--- src/rtl/replica_pkg.sv ---
// Shared types for the replica sequencer: FSM states, command codes and opt-mode encodings.
package replica_pkg;

    typedef enum logic [2:0] {IDLE, INIT, OPT, DIST, METRO, APPLY, SWAP, DONE} state_t;

    typedef enum logic {OPT_TWO = 1'b0, OPT_OR = 1'b1} opt_command_t;

    typedef enum logic [1:0] {DIST_NOP = 2'd0, DIST_CALC = 2'd1} distance_command_t;

    typedef enum logic [2:0] {
        EX_NOP    = 3'd0,
        MET_JUDGE = 3'd1,
        MET_SWAP  = 3'd2,
        EX_APPLY  = 3'd3,
        EX_SWAP   = 3'd4
    } exchange_command_t;

    localparam logic [1:0] MODE_TWO     = 2'd0;
    localparam logic [1:0] MODE_OR      = 2'd1;
    localparam logic [1:0] MODE_ALT_OR  = 2'd2;
    localparam logic [1:0] MODE_ALT_TWO = 2'd3;

    function automatic int max3(input int a, input int b, input int c);
        int m;
        m = (a > b) ? a : b;
        return (m > c) ? m : c;
    endfunction

endpackage

--- src/rtl/phase_timer.sv ---
// Loadable down-counter; last is high while the count sits at zero.
module phase_timer #(
    parameter int W = 5
) (
    input  logic         clk,
    input  logic         reset,
    input  logic         load,
    input  logic [W-1:0] load_val,
    input  logic         dec,
    output logic         last
);

    logic [W-1:0] count;

    always_ff @(posedge clk or negedge reset) begin
        if (!reset)
            count <= '0;
        else if (load)
            count <= load_val;
        else if (dec && count != '0)
            count <= count - 1'b1;
    end

    assign last = (count == '0);

endmodule

--- src/rtl/replica_sequencer.sv ---
// Per-replica command sequencer: init/opt/distance/metropolis/apply phases per iteration,
// with periodic neighbour swaps and iteration accounting.
module replica_sequencer
    import replica_pkg::*;
#(
    parameter int CITY_NUM = 30,
    parameter int DIST_LAT = 4,
    parameter int MET_LAT  = 3,
    parameter int ITER_W   = 32
) (
    input  logic              clk,
    input  logic              reset,
    input  logic              start,
    input  logic              abort,
    input  logic [ITER_W-1:0] n_iter,
    input  logic [15:0]       exch_interval,
    input  logic [1:0]        opt_mode,
    input  logic [63:0]       seed,
    output logic              busy,
    output logic              done,
    output logic [ITER_W-1:0] iter_count,
    output logic              random_init,
    output logic [63:0]       random_seed,
    output logic              random_run,
    output opt_command_t      opt_command,
    output distance_command_t c_distance,
    output exchange_command_t c_metropolis,
    output exchange_command_t c_exchange,
    output logic              rbank,
    output logic              exch_parity
);

    localparam int PH_MAX = max3(CITY_NUM + 1, DIST_LAT, MET_LAT);
    localparam int PH_W   = ($clog2(PH_MAX) < 1) ? 1 : $clog2(PH_MAX);

    state_t            state;
    logic [ITER_W-1:0] n_iter_q;
    logic [15:0]       exch_q;
    logic              alt_q;
    opt_command_t      opt_sel;
    logic [ITER_W-1:0] iter_next;

    logic              ph_load, ph_last;
    logic [PH_W-1:0]   ph_val;
    logic              sw_load, sw_dec, sw_last;
    logic [15:0]       sw_val;

    assign iter_next = (&iter_count) ? iter_count : iter_count + 1'b1;

    // Timer is loaded with (length-1) on the cycle before each timed phase begins.
    always_comb begin
        ph_load = 1'b0;
        ph_val  = '0;
        case (state)
            OPT:     begin ph_load = 1'b1; ph_val = PH_W'(DIST_LAT - 1); end
            DIST:    if (ph_last) begin ph_load = 1'b1; ph_val = PH_W'(MET_LAT - 1); end
            METRO:   if (ph_last) begin ph_load = 1'b1; ph_val = PH_W'(CITY_NUM - 1); end
            APPLY:   if (ph_last) begin ph_load = 1'b1; ph_val = PH_W'(CITY_NUM); end
            default: ;
        endcase
    end

    // Swap counter holds (interval-1); a swap is due when it is already zero at iteration end.
    assign sw_load = !abort && ((state == IDLE && start) || (state == SWAP && ph_last));
    assign sw_val  = ((state == IDLE) ? exch_interval : exch_q) - 16'd1;
    assign sw_dec  = !abort && state == APPLY && ph_last && exch_q != '0;

    phase_timer #(.W(PH_W)) u_phase (
        .clk(clk), .reset(reset), .load(ph_load), .load_val(ph_val), .dec(1'b1), .last(ph_last)
    );

    phase_timer #(.W(16)) u_swap (
        .clk(clk), .reset(reset), .load(sw_load), .load_val(sw_val), .dec(sw_dec), .last(sw_last)
    );

    always_ff @(posedge clk or negedge reset) begin
        if (!reset) begin
            state        <= IDLE;
            n_iter_q     <= '0;
            exch_q       <= '0;
            alt_q        <= 1'b0;
            opt_sel      <= OPT_TWO;
            busy         <= 1'b0;
            done         <= 1'b0;
            iter_count   <= '0;
            random_init  <= 1'b0;
            random_seed  <= '0;
            random_run   <= 1'b0;
            opt_command  <= OPT_TWO;
            c_distance   <= DIST_NOP;
            c_metropolis <= EX_NOP;
            c_exchange   <= EX_NOP;
            rbank        <= 1'b0;
            exch_parity  <= 1'b0;
        end else begin
            done         <= 1'b0;
            random_init  <= 1'b0;
            random_run   <= 1'b0;
            c_distance   <= DIST_NOP;
            c_metropolis <= EX_NOP;
            c_exchange   <= EX_NOP;
            if (abort) begin
                state <= IDLE;
                busy  <= 1'b0;
            end else begin
                case (state)
                    IDLE: if (start) begin
                        n_iter_q    <= n_iter;
                        exch_q      <= exch_interval;
                        random_seed <= seed;
                        alt_q       <= opt_mode[1];
                        opt_sel     <= (opt_mode == MODE_OR || opt_mode == MODE_ALT_OR) ? OPT_OR : OPT_TWO;
                        iter_count  <= '0;
                        if (n_iter == '0) begin
                            state <= DONE;
                            done  <= 1'b1;
                        end else begin
                            state       <= INIT;
                            busy        <= 1'b1;
                            random_init <= 1'b1;
                        end
                    end
                    INIT: begin
                        state       <= OPT;
                        random_run  <= 1'b1;
                        opt_command <= opt_sel;
                        if (alt_q) opt_sel <= opt_command_t'(~opt_sel);
                    end
                    OPT: begin
                        state      <= DIST;
                        c_distance <= DIST_CALC;
                    end
                    DIST: begin
                        if (ph_last) begin
                            state        <= METRO;
                            c_metropolis <= MET_JUDGE;
                        end else
                            c_distance <= DIST_CALC;
                    end
                    METRO: begin
                        if (ph_last) begin
                            state      <= APPLY;
                            c_exchange <= EX_APPLY;
                        end else
                            c_metropolis <= MET_JUDGE;
                    end
                    APPLY: begin
                        if (!ph_last)
                            c_exchange <= EX_APPLY;
                        else begin
                            iter_count <= iter_next;
                            if (iter_next == n_iter_q) begin
                                state <= DONE;
                                done  <= 1'b1;
                                busy  <= 1'b0;
                            end else if (exch_q != '0 && sw_last) begin
                                state        <= SWAP;
                                c_metropolis <= MET_SWAP;
                            end else begin
                                state       <= OPT;
                                random_run  <= 1'b1;
                                opt_command <= opt_sel;
                                if (alt_q) opt_sel <= opt_command_t'(~opt_sel);
                            end
                        end
                    end
                    SWAP: begin
                        if (!ph_last)
                            c_exchange <= EX_SWAP;
                        else begin
                            rbank       <= ~rbank;
                            exch_parity <= ~exch_parity;
                            state       <= OPT;
                            random_run  <= 1'b1;
                            opt_command <= opt_sel;
                            if (alt_q) opt_sel <= opt_command_t'(~opt_sel);
                        end
                    end
                    DONE: begin
                        state <= IDLE;
                        busy  <= 1'b0;
                    end
                    default: state <= IDLE;
                endcase
            end
        end
    end

endmodule
--- config.mk ---
export PLATFORM = sky130hd
export DESIGN_NAME = replica_sequencer
export DESIGN_NICKNAME = d
export VERILOG_FILES = /design/src/rtl/replica_pkg.sv /design/src/rtl/phase_timer.sv /design/src/rtl/replica_sequencer.sv
export SDC_FILE = /design/constraint.sdc
export NUM_CORES = 1
export LEC_CHECK = 0
export ABC_AREA = 1
export BUFFER_PORTS_ARGS = -buffer_cell sky130_fd_sc_hd__buf_2
export CELL_PAD_IN_SITES_DETAIL_PLACEMENT = 2
export CELL_PAD_IN_SITES_GLOBAL_PLACEMENT = 2
export CORE_ASPECT_RATIO = 1.2
export CORE_MARGIN = 1
export CORE_UTILIZATION = 28
export DETAILED_ROUTE_END_ITERATION = 6
export PLACE_DENSITY_LB_ADDON = 0.1
export REMOVE_ABC_BUFFERS = 1
export SLEW_MARGIN = 0
export SYNTH_ARGS = -nofsm -noshare
export SYNTH_HDL_FRONTEND = slang
export SYNTH_HIERARCHICAL = 1
export SYNTH_SLANG_ARGS = --single-unit
--- constraint.sdc ---
create_clock -name clk -period 3.2 [get_ports clk]
set_input_delay 0.32 -clock clk [delete_from_list [all_inputs] [get_ports clk]]
set_output_delay 0.32 -clock clk [all_outputs]
set_load 0.03 [all_outputs]
# Yosys cells after proc, flatten, opt, wreduce, memory -nomap -nowiden
# Index checks and enable logic that the tools add are counted.
# W data, S select, Z words.
# word_totals
output_inout_bits	111
register_bits	185
input_bits	118
# classes
n_bitwise	4
eq_ne	22
reduce_logical	33
muxes	74
add_sub_neg	4
# ops
cell	count
$mux W32	3
$pmux W32 S2	1
$mux W16	3
$mux W1	34
$mux W3	11
$add A32 B1 Y32 const B	1
$eq A32 B32 Y1	1
$logic_not A32 Y1	1
$reduce_and A32 Y1	1
$reduce_bool A16 Y1	2
$sub A16 B1 Y16 const B	2
$pmux W3 S8	1
$mux W5	4
$pmux W5 S4	1
$ne A3 B3 Y1 const B	6
$logic_not A16 Y1	1
$mux W2	7
$eq A3 B3 Y1 const B	4
$ne A2 B2 Y1 const B	5
$reduce_and A5 Y1	2
$pmux W1 S3	3
$pmux W3 S3	1
$logic_and A1 B1 Y1	8
$reduce_bool A4 Y1	2
22 further kinds	32

# Depth between registers and ports, before layout
# Gate-level depths: netlist (run 1).
# logic_depth
ltp_word	7
ltp_mapped	22
depth_no_buf	20

# By module
# Netlist (run 1), hierarchy kept.
# by_module_without_submodules
module	instances	cells_each	area_per_inst_um2	seq_area_each_um2
replica_sequencer	1	1134	8932.3	4028.9
phase_timer at u_swap	1	181	1337.5	400.4
phase_timer at u_phase	1	46	335.3	125.1

# Worst setup path before layout (run 1)
# OpenSTA, ideal clock, no wires.
# synth_path
kind	register to register
start	register state[0]
end	register u_swap.count[12]
path_slack_ps	214
stages_incl_launch_ff	19
n_path_buf	1
period_less_slack_ps	2986
t_arrival_ps	2868
setup_ps	117
t_required_ps	3083
cell_sequence	dfrtp_1 > inv_1 > ha_1 > inv_1 > nor2_2 > buf_2 > nand2_1 > o21ai_0 > ha_1 > inv_1 > nor2_1 > and3_1 > nand3_1 > nor3_1 > nand3_1 > xor2_1 > or2_2 > nand3_1 > nand2_1
# synth_via
elab_cells_between_ends	15
classes_between	1 x add/sub; 2 x eq/ne; 2 x mux; 10 x reduce/logical
# synth_rtl
element	line_no	text
start: declaration	replica_sequencer.sv:36	state_t state;
start signal: assignment	replica_sequencer.sv:78	state <= IDLE;
start signal: assignment	replica_sequencer.sv:103	state <= IDLE;
start signal: assignment	replica_sequencer.sv:115	state <= DONE;
$logic_not A3 Y1	replica_sequencer.sv:65	assign sw_val = ((state == IDLE) ? exch_interval : exch_q) - 16'd1;
$mux W16	replica_sequencer.sv:65	
$sub A16 B1 Y16	replica_sequencer.sv:65	
via sw_val[12]	replica_sequencer.sv:46	logic [15:0] sw_val;
$mux W16	phase_timer.sv:18	else if (load)
end signal: assignment	phase_timer.sv:19	count <= load_val;
end signal: assignment	phase_timer.sv:21	count <= count - 1'b1;
end: declaration	phase_timer.sv:13	logic [W-1:0] count;
# The timed path passes the listed nets, and every way through them passes these cells.
# A chain may end at the register's enable or synchronous reset.

# Worst setup path after layout (run 1)
# layout_path
start	register state[1]
end	register u_swap.count[12]
# Same word-level chain as after synthesis.

==> results of run 1 <==
==> worst max-delay path, stage by stage (launching register included) <==
cell and delay (ns):
dfrtp_1 0.41, inv_2 0.10, ha_2 0.19, inv_1 0.10
nor2_4 0.22, nand2_1 0.07, o21ai_0 0.12, ha_1 0.20
inv_1 0.06, nor2_2 0.14, and3_4 0.20, nand3_2 0.10
nor3_4 0.20, nand3_1 0.11, xor2_1 0.16, or2_2 0.30
nand3_1 0.08, nand2_1 0.05
==> what timing repair did <==
action	in CTS	in global routing
hold endpoints to repair	59	0
endpoints found under the setup margin	0	10
hold buffers	1	0
setup buffers	0	5
gates resized for setup	0	15
==> metal layers <==
metal  vias up  part of all wire (%)  GRT usage [%]
li1       4879                     -              -
met1      4980                    43          25.31
met2       199                    49          36.93
met3        47                   5.3          4.847
met4         6                   2.5          7.759
met5         -                  0.12              0
==> cell usage after synthesis (all sizes together) <==
master     n  area share (%)
a2111oi    1           0.083
a211oi     2            0.14
a21oi     35             1.7
a31oi      1           0.059
and2       3            0.18
and3       1           0.059
buf       18             1.2
clkbuf    25            0.92
conb       2           0.071
dfrtp    182              43
ha         9             1.1
inv      149             5.3
mux2      70             7.4
nand2    408              15
nand3    120             6.6
nand3b     8            0.60
nand4     19             1.1
nor2     160             6.7
nor3      10            0.47
nor3b      1           0.071
nor4      13            0.83
o211ai     1           0.071
o21a       1           0.071
o21ai     82             3.9
o21bai     1           0.071
o22ai      9            0.53
or2        3            0.18
xnor2      7            0.65
xor2      20             1.7
==> layout make-up <==
cell class	count	share of cell area [%]
clock buffer	17	3.209
timing repair buffer	279	12.05
sequential	182	34.35
multi-input combinational	990	40.39
tap	474	4.473
inverter	149	4.219
clock inverter	13	1.302
==> power groups by stage <==
stage / clock [mW] / sequential [mW] / combinational (mW)
floorplan: 0 / 4.60 / 2.59
global placement: 0 / 3.76 / 4.96
detailed placement: 0 / 3.81 / 5.10
CTS: 2.36 / 3.78 / 5.12
global route: 2.41 / 3.91 / 5.66
finish: 2.27 / 3.77 / 5.09
==> registers in the layout, indices dropped and copies added, names as in the netlist, 2 cells and up <==
name / cells
n_iter_q: 32
iter_count: 32
state: 3
exch_q: 16
c_metropolis: 2
u_swap/count: 16
c_exchange: 2
random_seed: 64
u_phase/count: 5
==> worst paths after layout <==
path / start / end
min: seed[55] / random_seed[55]$_DFFE_PN0P_
max in group asynchronous: reset / u_swap/count[11]$_DFFE_PN0P_
min in group asynchronous: reset / iter_count[15]$_DFFE_PN0P_
max: state[1]$_DFFE_PN0P_ / u_swap/count[12]$_DFFE_PN0P_
max reg2reg: state[1]$_DFFE_PN0P_ / u_swap/count[12]$_DFFE_PN0P_
min reg2reg: rbank$_DFFE_PN0P_ / rbank$_DFFE_PN0P_
==> logic make-up (layout without fill, tap and decap cells) <==
group / count (synthesis) / in the layout / synth area share (%)
AOI/OAI and AO/OA: 133 / 133 / 6.619
xor gates and xnor gates: 27 / 27 / 2.301
adders and majority gates: 9 / 9 / 1.062
buffers and inverters: 192 / 458 / 7.386
DFF: 182 / 182 / 42.94
muxes: 70 / 70 / 7.433
other: 2 / 4 / 0.07081
and+or+nand+nor: 746 / 747 / 32.19
==> placed cells by master, fill, tap and decap left out, types with 6 or more instances in the layout <==
cell type  count
nand2_4        8
o22ai_1        9
nor2_4         7
nand4_1       19
nand3_1       99
nor3_1         8
nor2_1       135
nor2_2        17
xnor2_1        6
nor4_1        12
nand2_1      387
xor2_1        20
inv_1        145
nand3_2       20
mux2_2        70
nand3b_1       7
a21oi_1       35
buf_4         47
dfrtp_1      182
clkbuf_16     17
ha_1           7
nand2_2       12
o21ai_0       77
buf_2        225
==> through the flow <==
| stage | setup WS, ns | hold WS (ns) |
|---|---|---|
| finish | 0.2825 | 0.08614 |
| global route | -0.03192 | 0.06680 |
| CTS | 0.02418 | 0.05374 |
| detailed placement | 0.04650 | 0.3649 |
| global placement | 0.1529 | 0.3669 |
| floorplan | -4.331 | 0.02441 |
==> results.yml, run 1 <==
run_status:
  status: "finished, violations left"
  failed_checks: "design-rule violations"
pwr:
  pwr-share-clk_pct: 20.4
  switching_share_pct: 44.24
  comb_power_share_pct: 45.7
  seqPwrFrac_pct: 33.9
  internal_power_mw: 6.205
  ir_worst_vdd_mv: 0.4587
  total_power_mw: 11.13
  p_sw_mw: 4.923
  p_per_area_nw_per_um2: 839.4
  power_leakage_nw: 6.753
detailed_routing:
  routedWlPerCell_microns: 18.86
  avgViaCountPerCell: 4.806
  vias: 10110
  wl_microns: 39690
  post-route-drc-count: 7
  drt-initial-drc-count: 374
  first_pass_iters: 7
  postRouteAntennaNets: 0
clock_network:
  cts_sinks: 182
  cts_buffers: 17
  clock_path_buffers: 2
  htree_levels: 4
  cts.clk_slew.worst_paths_ns: 0.07
  worstSkewPairLatency_ns: 0.46
  cts_tree: "yes"
  clockRootBuffer: "clkbuf_16"
floorplan:
  start_util_pct: 28.59
  die_h_microns: 215.2
  die_w_microns: 179.7
  ios: 229
  rows: 77
  core_area_sq_um: 37090
  die_area_sq_um: 38660
sta:
  max_freq_mhz: 342.8
  fin_tns_setup_ns: 0
  finalCritPeriodShare_pct: 91.17
  rsz0062_at_grt: "true"
  post-route-min-period_ns: 2.917
  max-slew-margin-rel_pct: 39.41
  clock_skew_ns: 0.01577
  worst_pin_slew_ns: 0.9005
  hold_viol: 0
  setup-violations-final: 0
  final-max-slew-violation-count: 0
worst_setup_path:
  path_class: "reg2reg"
  worstPathArrival_ns: 3.27
  reg2reg_depth: 17
  crit_fanout: 5
  reg2reg_slack_ns: 0.28
  critical_path_required_ns: 3.55
  endpoint_kind: "flip-flop"
  cp-start-kind: "flip-flop"
cells_and_area:
  final_nets: 1746
  layout.cells.non_filler: 2104
  syn_to_final_growth_pct: 25.01
  final_core_util_pct: 35.74
  final_cell_area_sq_um: 13260
  multi_input_area_sq_um: 5355
  antenna_cells: 0
  nFillCells: 4362
  seq_area_sq_um: 4554
  layout-drive-gt1-share_pct: 28.47
synth:
  netlist_area_sq_um: 10610
  yosysSeqAreaShare_pct: 42.94
  ys_warn_count: 6
  ys_types: 47
  synthCells: 1361
  synth_seq_cells: 182
  syn_avg_cell_area_sq_um: 7.792
placement:
  dp.cells: 2067
  place_area_sq_um: 12540
  hpwlAfterDp_microns: 31170
  numPortBuffers: 226
  gp_congestion: 0.7957
global_route:
  grt_remaining_overflow: 0
  grt_max_degree: 158
  grt_pass1_wl_microns: 62940
  antenna_found_initial: 3
  grt_pass1_vias: 11460
  grt_usage_pct: 21.16
job:
  max_cap_violations: 0
min_path:
  hp-class: "in2reg"
  whs_path_depth: 2
(Power assumes the default switching activity.)
==> run 2: changes to the inputs <==
- CORE_ASPECT_RATIO: 1.2 -> 0.5
==> run 2 against run 1 <==
Effect of this change:
- the run now ends clean
- worst hold slack got worse by 0.0036 ns
- global-route usage up 0.91 points
- register-to-register slack got worse by 0.12 ns
- first-iteration DRC count up 24%
- sequential share of layout area about the same
- largest cell class unchanged
==> results.yml, run 2 (synthesis results as in run 1) <==
sta:
  finalCritPeriodShare_pct: 95.00
  setup_ws_ns: 0.1600
  setup-violations-final: 0
  worst_pin_slew_ns: 0.8287
  hold_viol: 0
  whs_ns: 0.08256
  final-max-slew-violation-count: 0
  clock_skew_ns: 0.01058
  post-route-min-period_ns: 3.040
  max_freq_mhz: 328.9
  max-slew-margin-rel_pct: 44.24
worst_setup_path:
  critPathLaunch: "state[0]$_DFFE_PN0P_"
  critical_path_required_ns: 3.55
  cp_slowest_stage_delay_ns: 0.44
  reg2reg_slack_ns: 0.16
  path_buf_inv: 4
  worstPathArrival_ns: 3.39
  timing.rr.start: "state[0]$_DFFE_PN0P_"
  slowest_stage: "dfrtp_2"
  r2r_end: "u_swap/count[12]$_DFFE_PN0P_"
  worst-path-stages: 18
  path_class: "reg2reg"
  reg2reg_depth: 18
  cp-endpoint: "u_swap/count[12]$_DFFE_PN0P_"
  endpoint_kind: "flip-flop"
  crit_fanout: 10
  path_cells: "inv_1 > ha_2 > inv_1 > nor2_4 > buf_12 > nand2_1 > o21ai_1 > ha_2 > inv_1 > nor2_2 > and3_1 > nand3_1 > nor3_2 > nand3_1 > xor2_1 > or2_2 > nand3_1 > nand2_1"
  cp-start-kind: "flip-flop"
  cp_top_family: "simple AND/OR/NAND/NOR gates"
global_route:
  grt_remaining_overflow: 0
  grtUsageMet3_pct: 4.953
  antenna_found_initial: 6
  grt_util_met1_pct: 26.20
  top_usage_layer: "met2"
  grt_pass1_vias: 11730
  grt_max_degree: 108
  use_met2_pct: 39.99
  grt_pass1_wl_microns: 65840
  grt_usage_pct: 22.07
cells_and_area:
  regMostFlops: "random_seed"
  multi_input_area_sq_um: 5333
  layout.cells.non_filler: 2117
  nFillCells: 4270
  seq_area_sq_um: 4558
  final_core_util_pct: 36.28
  final_common_cell: "nand2_1"
  largest_register_ffs: 64
  final_nets: 1743
  syn_to_final_growth_pct: 25.20
  layout-drive-gt1-share_pct: 28.36
  reg_top3: "random_seed: 64 flops, iter_count: 32 flops, n_iter_q: 32 flops"
  mostFrequentLayoutCells: "387 x nand2_1, 225 x buf_2, 179 x dfrtp_1"
floorplan:
  start_util_pct: 28.97
  die_area_sq_um: 38710
  die_w_microns: 277.2
  rows: 49
  core_area_sq_um: 36600
  ios: 229
  die_h_microns: 139.6
clock_network:
  cts_buffers: 17
  cts.clk_slew.worst_paths_ns: 0.08
  cts_sinks: 182
  clockRootBuffer: "clkbuf_16"
  htree_levels: 4
  clock_path_buffers: 2
  cts_tree: "yes"
  worstSkewPairLatency_ns: 0.46
run_status:
  status: "completed"
placement:
  preCtsSetupSlack_ns: 0.09495
  gp_congestion: 0.8259
  numPortBuffers: 226
  hpwlAfterDp_microns: 32720
  dp.cells: 2079
pwr:
  power_leakage_nw: 6.749
  p_per_area_nw_per_um2: 846.7
  ir_worst_vdd_mv: 0.4547
detailed_routing:
  avgViaCountPerCell: 4.880
  first_pass_iters: 4
  vias: 10330
  routedWlPerCell_microns: 19.73
  postRouteAntennaNets: 0
  wl_microns: 41760
  post-route-drc-count: 0
  drt-initial-drc-count: 465
min_path:
  hp-class: "in2reg"
job:
  max_cap_violations: 0
[run 2: changes by cell type in the layout (fill, tap and decap cells not counted), moves of 2 or more]
cell and change:
diode_2 +4, clkinv_8 +4, bufinv_16 -2, o21ai_1 +4, clkinvlp_4 -2, o21ai_0 -4, dfrtp_1 -3, dfrtp_2 +3
buf_4 -3, buf_12 +2, inv_8 +3, clkinv_4 -2
[run 2: stage by stage]
step	power [mW]	cell area (sq um)	setup TNS, ns
detailed placement	9.032	12600	0
CTS	11.40	13220	0
global route	12.04	13270	-0.05561
floorplan	7.184	10390	-362.71
global placement	8.773	12600	0
finish	11.24	13280	0
[run 2: worst min-delay path by stage]
stage / startpoint / to / cells after the start
floorplan: reset / alt_q$_DFFE_PN0P_ / 0
global placement: reset / u_swap/count[5]$_DFFE_PN0P_ / 1
detailed placement: reset / u_swap/count[6]$_DFFE_PN0P_ / 1
CTS: seed[28] / random_seed[28]$_DFFE_PN0P_ / 2
global route: seed[7] / random_seed[7]$_DFFE_PN0P_ / 2
finish: seed[7] / random_seed[7]$_DFFE_PN0P_ / 2
[run 2: what timing repair did]
item | in CTS | in global routing
resized for setup | 0 | 16
hold endpoints to repair | 74 | 0
hold buffers | 1 | 0
endpoints found under the setup margin | 0 | 10
setup buffers | 0 | 1
[run 2: cell type report]
| cell class | count | share of cell area, % |
|---|---|---|
| sequential | 182 | 34.33 |
| tap | 484 | 4.561 |
| clock buffer | 18 | 3.232 |
| clock inverter | 14 | 1.376 |
| antenna | 4 | 0.07539 |
| multi-input combinational | 989 | 40.16 |
| timing repair buffer | 277 | 12.05 |
| inverter | 149 | 4.212 |
[run 2: power breakdown]
group          leakage, nW  total, mW  internal (mW)  switching, mW
combinational         4.21       5.15           1.80           3.35
sequential            2.24       3.81           3.17          0.635
clock                0.295       2.29           1.13           1.16
[run 2: metal layers]
metal	up-vias	share of wire [%]
met5	-	0.062
met4	4	1.6
met3	36	4.2
met2	180	51
met1	5232	43
li1	4879	-
==> run 3: changes to the inputs <==
- BUFFER_PORTS_ARGS: -buffer_cell sky130_fd_sc_hd__buf_2 -> unset
- CORE_UTILIZATION: 28 -> 34
- DONT_BUFFER_PORTS: unset -> 1
- clock period: 3.2 -> 2.8 ns (I/O delays scaled with it)
==> run 3 against run 2 <==
Effect of this change:
- final cell count is 5.5% lower
- sequential share of layout area is 1.4 points lower
- fmax grew 9.9%
- non-clock buffer count shrank 51
- first-iteration DRC count is 4.7% lower
- core utilization rose by 9.2 points
- the run now ends with negative hold slack left
- largest cell class unchanged
- count of clock-buffer cells in the layout shrank 1
- power increased by 16%
- sequential power up 48%
- via count up 0.54%
==> results.yml, run 3 (synthesis results as in run 1) <==
floorplan:
  start_util_pct: 34.75
  die_w_microns: 251.8
  ios: 229
  die_area_sq_um: 31950
  rows: 45
  die_h_microns: 126.9
  core_area_sq_um: 30520
detailed_routing:
  highest_layer: "met4"
  dr_wl_met3_microns: 1656
  wl_met2_microns: 23450
  wl_met1_microns: 19480
  post-route-drc-count: 0
  vias: 10390
  drt-initial-drc-count: 443
  postRouteAntennaNets: 0
  wl_microns: 45620
  first_pass_iters: 4
  routedWlPerCell_microns: 22.80
  avgViaCountPerCell: 5.191
clock_network:
  htree_levels: 4
  clockRootBuffer: "clkbuf_16"
  cts_sinks: 182
  worstSkewPairLatency_ns: 0.47
  cts_buffers: 17
  cts_hold_buf: 101
  clock_path_buffers: 2
  cts.clk_slew.worst_paths_ns: 0.08
  cts_tree: "yes"
sta:
  max-slew-margin-rel_pct: 47.43
  finalCritPeriodShare_pct: 98.82
  whs_ns: -0.4885
  final-max-slew-violation-count: 0
  max_freq_mhz: 361.4
  clock_skew_ns: 0.02017
  fin_tns_setup_ns: 0
  setup-violations-final: 0
  hold_viol: 182
  worst_pin_slew_ns: 0.7885
  rsz0062_at_grt: "true"
  post-route-min-period_ns: 2.767
global_route:
  antenna_found_initial: 0
  grt_remaining_overflow: 0
  grt_max_degree: 183
  grt_usage_pct: 28.63
  grt_pass1_wl_microns: 69260
  grt_pass1_vias: 11860
job:
  max_cap_violations: 0
worst_setup_path:
  slowest_stage: "dfrtp_1"
  cp_top_family: "simple AND/OR/NAND/NOR gates"
  path_buf_inv: 5
  crit_fanout: 5
  endpoint_kind: "flip-flop"
  cp_slowest_stage_delay_ns: 0.41
  cp-start-kind: "flip-flop"
  path_cells: "inv_2 > ha_4 > inv_4 > nor2_4 > buf_12 > nand2_1 > o21ai_2 > inv_1 > nor2_1 > inv_1 > nor2_2 > and3_4 > nand3_2 > nor3_2 > nand3_1 > xor2_1 > or2_2 > nand3_1 > nand2_1"
  reg2reg_depth: 19
  worst-path-stages: 19
  critical_path_required_ns: 3.16
  path_class: "reg2reg"
  worstPathArrival_ns: 3.12
run_status:
  status: "finished, violations left"
  failed_checks: "negative hold slack"
cells_and_area:
  mostFrequentLayoutCells: "369 x nand2_1, 178 x dfrtp_1, 142 x inv_1"
  layout-drive-gt1-share_pct: 23.64
  antenna_cells: 0
  syn_to_final_growth_pct: 30.76
  final_nets: 1693
  final_core_util_pct: 45.44
  regMostFlops: "random_seed"
  reg_top3: "random_seed: 64 flops, iter_count: 32 flops, n_iter_q: 32 flops"
  final_common_cell: "nand2_1"
  layout.cells.non_filler: 2001
  largest_register_ffs: 64
placement:
  hpwlAfterDp_microns: 30210
  numPortBuffers: 0
  dp.cells: 1847
  gp_congestion: 0.8745
pwr:
  p_per_area_nw_per_um2: 942.1
  ir_worst_vdd_mv: 0.6188
  power_leakage_nw: 6.596
  total_power_mw: 13.06
min_path:
  hp-class: "in2async"
[run 3: repair_timing]
item | CTS | global route
endpoints found under the hold margin | 287 | 182
pin swaps | 3 | 14
buffers inserted | 3 | 17
cloned | 1 | 1
gates resized for setup | 22 | 80
setup endpoints to repair | 13 | 22
[run 3: stage by stage]
stage	cell area (sq um)	setup slack [ns]
3_3_place_gp	11770	-0.05664
3_5_place_dp	11770	-0.3378
4_1_cts	13470	0.005729
5_1_grt	13870	-0.1366
2_1_floorplan	10390	-4.731
6_report	13870	0.03302
[run 3: power by group]
group          internal, mW  switching, mW  total [mW]
clock network          1.20           1.32        2.52
logic                  2.08           2.85        4.92
registers              3.61           2.02        5.62
[run 3: area by class of cell]
cell class / instances / area [sq um]
multi-input combinational: 990 / 5585
inverter: 149 / 565.5
clock inverter: 14 / 161.4
sequential: 182 / 4559
clock buffer: 17 / 425.4
tap: 423 / 529.3
fill: 3356 / 16650
timing repair buffer: 226 / 2041
[run 3: worst paths after layout]
| path | startpoint | endpoint | slack (ns) |
|---|---|---|---|
| min in group clk | abort | c_distance[0]$_DFF_PN0_ | 0.01 |
| max reg2reg | state[1]$_DFFE_PN0P_ | u_swap/count[12]$_DFFE_PN0P_ | 0.03 |
| max | state[1]$_DFFE_PN0P_ | u_swap/count[12]$_DFFE_PN0P_ | 0.03 |
| min reg2reg | exch_q[14]$_DFFE_PN0P_ | exch_q[14]$_DFFE_PN0P_ | 0.53 |
| max in group asynchronous | reset | exch_q[5]$_DFFE_PN0P_ | 2.62 |
| min | reset | u_swap/count[5]$_DFFE_PN0P_ | -0.49 |
[run 3: metal layers]
layer / global-route usage (%) / vias up
li1: - / 4781
met1: 34.33 / 5339
met2: 51.97 / 209
met3: 5.725 / 58
met4: 8.250 / 0
met5: 0 / -
